File: config.mk
export PLATFORM = sky130hd
export DESIGN_NAME = rholang_process_dispatcher
export DESIGN_NICKNAME = d
export VERILOG_FILES = /design/src/rtl/rholang_process_dispatcher.sv
export SDC_FILE = /design/constraint.sdc
export NUM_CORES = 1
export LEC_CHECK = 0
export ABC_AREA = 0
export CAP_MARGIN = 20
export CELL_PAD_IN_SITES_DETAIL_PLACEMENT = 1
export CELL_PAD_IN_SITES_GLOBAL_PLACEMENT = 1
export CORE_MARGIN = 5
export CORE_UTILIZATION = 45
export CTS_BUF_LIST = sky130_fd_sc_hd__clkbuf_16
export DETAILED_ROUTE_END_ITERATION = 10
export PLACE_DENSITY_LB_ADDON = 0.1
export REMOVE_ABC_BUFFERS = 1
export SLEW_MARGIN = 20
export SYNTH_ARGS = -nofsm -noshare
export SYNTH_HDL_FRONTEND = slang
export SYNTH_SLANG_ARGS = --single-unit
File: constraint.sdc
create_clock -name clk -period 4.8 [get_ports clk]
set_input_delay 0.72 -clock clk [delete_from_list [all_inputs] [get_ports clk]]
set_output_delay 0.72 -clock clk [all_outputs]
set_load 0.01 [all_outputs]
File: src/rtl/rholang_process_dispatcher.sv
// Program decoder and process dispatcher: loads {type,payload} records
// into a FIFO, then hands them to free FPUs and tracks their completion.
// Ports: clk, reset (sync, active-high); prog_word/prog_valid/prog_ready
// load stream; start; init_* dispatch handshake; fpu_busy, fpu_done;
// active_count, queue_level, exec_active, exec_done, error status.
// Option: DISPATCHER_ROUND_ROBIN_EN selects round-robin FPU search.
module rholang_process_dispatcher #(
  parameter int NUM_FPUS     = 16,
  parameter int FPU_ID_WIDTH = 4,
  parameter int FIFO_DEPTH   = 8,
  parameter int TYPE_WIDTH   = 4
) (
  input  logic                          clk,
  input  logic                          reset,
  input  logic [31:0]                   prog_word,
  input  logic                          prog_valid,
  output logic                          prog_ready,
  input  logic                          start,
  output logic [FPU_ID_WIDTH-1:0]       init_fpu_id,
  output logic [TYPE_WIDTH-1:0]         init_process_type,
  output logic [31:0]                   init_process_data,
  output logic                          init_valid,
  input  logic                          init_ready,
  input  logic [NUM_FPUS-1:0]           fpu_busy,
  input  logic [NUM_FPUS-1:0]           fpu_done,
  output logic [FPU_ID_WIDTH:0]         active_count,
  output logic [$clog2(FIFO_DEPTH):0]   queue_level,
  output logic                          exec_active,
  output logic                          exec_done,
  output logic                          error
);

  localparam int AW = $clog2(FIFO_DEPTH);
  localparam int DW = TYPE_WIDTH + 32;
  localparam int CW = FPU_ID_WIDTH + 1;

  typedef enum logic [1:0] {
    S_LOAD,
    S_ARMED,
    S_RUN
  } state_t;

  state_t state_q, state_d;

  logic [DW-1:0] mem [FIFO_DEPTH];
  logic [AW:0]   wr_q, wr_d;
  logic [AW:0]   rd_q, rd_d;
  logic [AW:0]   level;
  logic [AW:0]   remain;
  logic          full;
  logic          push;

  logic                  hdr_q, hdr_d;
  logic [TYPE_WIDTH-1:0] htype_q, htype_d;
  logic                  err_q, err_d;

  logic [NUM_FPUS-1:0] alloc_q, alloc_d;
  logic [CW-1:0]       act_q, act_d;

  logic                    iv_q, iv_d;
  logic [FPU_ID_WIDTH-1:0] id_q, id_d;
  logic [TYPE_WIDTH-1:0]   ityp_q, ityp_d;
  logic [31:0]             idat_q, idat_d;
  logic                    done_q, done_d;

`ifdef DISPATCHER_ROUND_ROBIN_EN
  logic [FPU_ID_WIDTH-1:0] last_q, last_d;
`endif

  logic                    accept;
  logic                    fire;
  logic [3:0]              opcode;
  logic [NUM_FPUS-1:0]     grant_oh;
  logic [NUM_FPUS-1:0]     done_hit;
  logic [NUM_FPUS-1:0]     cand;
  logic [CW-1:0]           ndone;
  logic                    pick_ok;
  logic [FPU_ID_WIDTH-1:0] pick_id;

  assign level  = wr_q - rd_q;
  assign full   = (level == (AW+1)'(FIFO_DEPTH));
  assign opcode = prog_word[31:28];

  assign prog_ready = (state_q == S_LOAD) && !full && !reset;
  assign accept     = prog_valid && prog_ready;
  assign fire       = iv_q && init_ready;

  assign init_valid        = iv_q;
  assign init_fpu_id       = id_q;
  assign init_process_type = ityp_q;
  assign init_process_data = idat_q;
  assign active_count      = act_q;
  assign queue_level       = level;
  assign exec_active       = (state_q == S_RUN);
  assign exec_done         = done_q;
  assign error             = err_q;

  // The FPU being granted this cycle is excluded so the next
  // descriptor can be presented right behind the accept.
  assign grant_oh = NUM_FPUS'(fire) << id_q;
  assign done_hit = fpu_done & alloc_q;
  assign cand     = ~fpu_busy & ~alloc_q & ~grant_oh;
  assign rd_d     = rd_q + (AW+1)'(fire);
  assign remain   = wr_q - rd_d;

  always_comb begin
    ndone = '0;
    for (int i = 0; i < NUM_FPUS; i++) begin
      ndone = ndone + CW'(done_hit[i]);
    end
  end

  always_comb begin
    pick_ok = 1'b0;
    pick_id = '0;
`ifdef DISPATCHER_ROUND_ROBIN_EN
    for (int k = 0; k < NUM_FPUS; k++) begin
      if (!pick_ok && cand[(int'(last_q) + 1 + k) % NUM_FPUS]) begin
        pick_ok = 1'b1;
        pick_id = FPU_ID_WIDTH'((int'(last_q) + 1 + k) % NUM_FPUS);
      end
    end
`else
    for (int i = NUM_FPUS - 1; i >= 0; i--) begin
      if (cand[i]) begin
        pick_ok = 1'b1;
        pick_id = FPU_ID_WIDTH'(i);
      end
    end
`endif
  end

  always_comb begin
    state_d = state_q;
    push    = 1'b0;
    wr_d    = wr_q;
    hdr_d   = hdr_q;
    htype_d = htype_q;
    err_d   = err_q;
    alloc_d = (alloc_q & ~done_hit) | grant_oh;
    act_d   = act_q + CW'(fire) - ndone;
    iv_d    = iv_q && !fire;
    id_d    = id_q;
    ityp_d  = ityp_q;
    idat_d  = idat_q;
    done_d  = 1'b0;
`ifdef DISPATCHER_ROUND_ROBIN_EN
    last_d  = last_q;
`endif
    unique case (state_q)
      S_LOAD: begin
        if (accept) begin
          if (hdr_q) begin
            hdr_d = 1'b0;
            if (opcode == 4'hF) begin
              err_d   = 1'b1;
              state_d = S_ARMED;
            end else begin
              push = 1'b1;
            end
          end else if (opcode == 4'h1) begin
            hdr_d   = 1'b1;
            htype_d = prog_word[27 -: TYPE_WIDTH];
          end else if (opcode == 4'hF) begin
            state_d = S_ARMED;
          end else begin
            err_d = 1'b1;
          end
        end
        wr_d = wr_q + (AW+1)'(push);
      end
      S_ARMED: begin
        if (start) state_d = S_RUN;
      end
      S_RUN: begin
        if ((!iv_q || fire) && remain != '0 && pick_ok) begin
          iv_d             = 1'b1;
          id_d             = pick_id;
          {ityp_d, idat_d} = mem[rd_d[AW-1:0]];
`ifdef DISPATCHER_ROUND_ROBIN_EN
          last_d           = pick_id;
`endif
        end
        if (remain == '0 && !iv_d && act_d == '0) begin
          state_d = S_LOAD;
          done_d  = 1'b1;
        end
      end
      default: state_d = S_LOAD;
    endcase
  end

  always_ff @(posedge clk) begin
    if (push) mem[wr_q[AW-1:0]] <= {htype_q, prog_word};
  end

  always_ff @(posedge clk) begin
    if (reset) begin
      state_q <= S_LOAD;
      wr_q    <= '0;
      rd_q    <= '0;
      hdr_q   <= 1'b0;
      htype_q <= '0;
      err_q   <= 1'b0;
      alloc_q <= '0;
      act_q   <= '0;
      iv_q    <= 1'b0;
      id_q    <= '0;
      ityp_q  <= '0;
      idat_q  <= '0;
      done_q  <= 1'b0;
`ifdef DISPATCHER_ROUND_ROBIN_EN
      // First search after reset begins at FPU 0.
      last_q  <= FPU_ID_WIDTH'(NUM_FPUS - 1);
`endif
    end else begin
      state_q <= state_d;
      wr_q    <= wr_d;
      rd_q    <= rd_d;
      hdr_q   <= hdr_d;
      htype_q <= htype_d;
      err_q   <= err_d;
      alloc_q <= alloc_d;
      act_q   <= act_d;
      iv_q    <= iv_d;
      id_q    <= id_d;
      ityp_q  <= ityp_d;
      idat_q  <= idat_d;
      done_q  <= done_d;
`ifdef DISPATCHER_ROUND_ROBIN_EN
      last_q  <= last_d;
`endif
    end
  end

endmodule

==> results by group <==
Finish
  • Layout area overhead: 20.4%
  • Layout cells sized above 1: 19.0%
  • Nets: 1197
  • Post-route cell area: around 18000 um2
  • Filler cells: between 3k and 4k
  • Most frequent cells in the layout: edfxtp_1, clkdlybuf4s50_1, nand2_1
  • Post-Layout Cell Count: 1566
  • Leading cell type in the layout, fill and taps excluded: edfxtp_1
  • Antenna fix cells: 0

Place
  • Detail Placement HPWL: roughly 21000 um
  • Placer congestion estimate: 0.810
  • PortBufs: between 100 and 150
  • Placed cells: roughly 1.5k
  • Cell Area, Placed: 17100 um2

Global routing
  • First-pass GRT wire length: ~57000 um
  • Vias in the first global route: ~9.4k
  • Gr ovfl total: 0
  • Antenna violations before repair: 2
  • Largest net degree at the start of global routing: between 60 and 70
  • Tot GR Track Use: 19.4%

Clocking
  • TritonCTS clock tree: built
  • Clock latency on the worst-skew pair: around 520 ps
  • H-Tree Depth: 2
  • CTS max path bufs: 3
  • Clock root buffer: clkbuf_16
  • Clock sinks: ~370
  • Clk slew on worst S/H paths: roughly 60 ps
  • CTS Hold Bufs: 0
  • TritonCTS Buffers: 39

Floorplanning
  • Die Y: 194 um
  • Starting Density: between 40% and 50%
  • Die footprint: 37700 um2
  • Io pins: 123
  • Die Span X: 194 um
  • Cell Rows: 67
  • Core ar.: 33500 um2

Synthesis
  • Sequential share of the synthesized area: 67.1%
  • Synth Area in Simple Gates: between 6 and 7%
  • Area contributors post-synth: edfxtp_1, mux4_2, dfxtp_1
  • Mapped cell area: around 15000 um2
  • Mux cell area share after synthesis: around 11%
  • Yosys warnings: 0
  • Flops & latches, synth: roughly 370
  • Synthesized netlist cell count: 950
  • Largest family of logic cells by synthesized area: multiplexers
  • Post-synthesis cell type count: 67
  • Area fraction of the dominant cell type after synthesis: a little under three fifths
  • Synth area leader: edfxtp_1
  • Top FF cell, synth: edfxtp_1
  • Syn Area/Cell: around 16 um2
  • Fraction of registers with async set/reset: 0%
  • Adder-cell share of the synthesized area: 4.02%
  • EDFF count, synth: between 200 and 300
  • Synth Area in Compound Gates: 7.37%
  • Synth Area in XOR/XNOR: less than 1%

Drt
  • Post-Route WL: approximately 37000 um
  • Drt drc: 0
  • DRT iter0 DRCs: around 430
  • Wire per inst: between 20 and 25 um
  • Antenna-violating nets left: 0
  • Vias post-DR: 8732
  • Average vias per placed instance: between 5 and 6
  • Pre-antenna DRT Iters: 7

Setup path
  • Critical Path Slowest Stage Cell: fa_2
  • CP max FO: 2
  • CP most frequent cell: inv_1
  • Slowest stage delay, CP: between 500 and 600 ps
  • Crit path arrival time: around 5000 ps
  • Worst R2R Path Depth: 19
  • CP required: about 5200 ps
  • Crit path cell chain: clkdlybuf4s50_1 -> and2_1 -> fa_1 -> inv_1 -> ha_1 -> ha_1 -> inv_1 -> fa_2 -> fa_1 -> inv_1 -> ha_2 -> ha_4 -> inv_2 -> fa_2 -> xnor2_2 -> xnor2_1 -> xnor2_1 -> nand4b_1 -> nand2_1 -> a21oi_2
  • Worst setup EP type: flip-flop
  • Worst setup SP type: input pin
  • Kind of critical path: in2reg
  • Cell depth of the worst setup path: 20
  • CP delay by family, top: adder cells
  • Crit path buffers/inverters: 5

Power
  • Leak Pwr: slightly above 6 nW
  • Worst VDD drop: 354 uV
  • Total Power: roughly 6.4 mW
  • Power density cells: approximately 350 nW/um2

Worst hold path
  • Hold WC Path Type: reg2reg
  • Hold Path Cell Cnt: 2

STA
  • Slew HR: 42.4%
  • RSZ-0062 raised after global routing: no
  • Clk_skew: 17.5 ps
  • Final setup fails: 0
  • Hold slack: just under 500 ps
  • Max Freq: roughly 0.22 GHz
  • Final Hold Fails: 0
  • Final min period: between 4000 and 5000 ps
  • Slew Limit Fails: 0
  • Slew @ Worst Pin: 864 ps
  • Tcrit/Tclk final: just under 100%

Job
  • Max Cap Viol: 0

Outcome
  • Status: finished clean
-- logic make-up after synthesis --
logic type | count (synthesis)
AOI/OAI and AO/OA | 144
xor gates and xnor gates | 14
adders and majority gates | 40
buffers and inverters | 99
DFF | 367
muxes | 76
and+or+nand+nor | 210
-- worst reg2reg max path, cell delays in order, from the launching register on --
cell and delay (ps):
dfxtp_1 350, and2_4 180, fa_1 500, inv_1 50, ha_2 180, fa_1 560, inv_2 60, fa_2 540
fa_1 420, inv_1 70, ha_2 190, ha_4 130, inv_2 30, fa_2 390, xnor2_2 140, xnor2_1 140
xnor2_1 220, nand4b_1 160, nand2_1 120, a21oi_2 50
-- report_power, final --
part | switching [mW] | internal, mW | leakage (nW) | total, mW
combinational | 0.0734 | 0.0660 | 2.18 | 0.139
clock | 1.19 | 1.64 | 0.646 | 2.84
sequential | 0.00131 | 3.42 | 3.24 | 3.42
-- metrics by stage --
step,utilization [%],TNS (ps),worst slack (ps)
final,54.8,0,173
after global routing,54.8,0,13.0
after detailed placement,51.0,-1720,-631
after global placement,51.0,-1500,-564
after floorplan,-,-86250,-1900
after CTS,54.6,0,34.2
-- Yosys cell counts, drive strengths merged, types with 2 or more instances --
master and n:
edfxtp 288, nand2 89, dfxtp 79, mux4 72, a21oi 55, inv 44
nor2 40, a311oi 39, clkbuf 29, buf 26, ha 25, nor2b 19
fa 15, and2 13, nand2b 13, a211oi 11, o21ai 8, xnor2 8
nor3 7, a211o 6, xor2 5, a32oi 4, mux2i 4, nand3 4
nand4 4, a311o 3, and4b 3, or3 3, a2111oi 2, and3 2
o211ai 2, o311ai 2, o32ai 2, or4 2
-- worst paths after layout --
path / to / slack (ps) / from
worst min-delay path: error / 480 / error
worst min register to register: error / 480 / error
worst max-delay path: state_q[1] / 170 / fpu_done[15]
worst max register to register: state_q[1] / 210 / alloc_q[2]
-- final cells by class --
type | instances | area (um2) | area share (%)
timing repair buffer | 152 | 1470 | 8.02
inverter | 44 | 165 | 0.899
tap | 448 | 561 | 3.05
sequential | 367 | 10200 | 55.7
clock inverter | 32 | 235 | 1.28
multi-input combinational | 484 | 4730 | 25.8
clock buffer | 39 | 976 | 5.31
-- repair_timing --
action	4_1_cts	5_1_grt
resized for setup	9	18
gates cloned	0	0
setup endpoints to repair	2	3
setup buffers	1	0
pin swaps	8	13
-- sequential cells by signal, indices dropped and copies added, names as in the netlist --
register,count
init_process_data,32
wr_q,4
init_valid,1
init_fpu_id,4
mem,288
htype_q,4
active_count,5
alloc_q,16
exec_done,1
rd_q,4
init_process_type,4
hdr_q,1
state_q,2
error,1
-- routing by layer --
metal,GRT usage (%),wire length [um],vias up
li1,-,-,3957
met1,26.1,15900,4519
met2,33.9,18800,203
met3,3.15,1660,49
met4,3.93,583,4
met5,0,23,-
No activity file was read; power rests on OpenSTA's default activity.
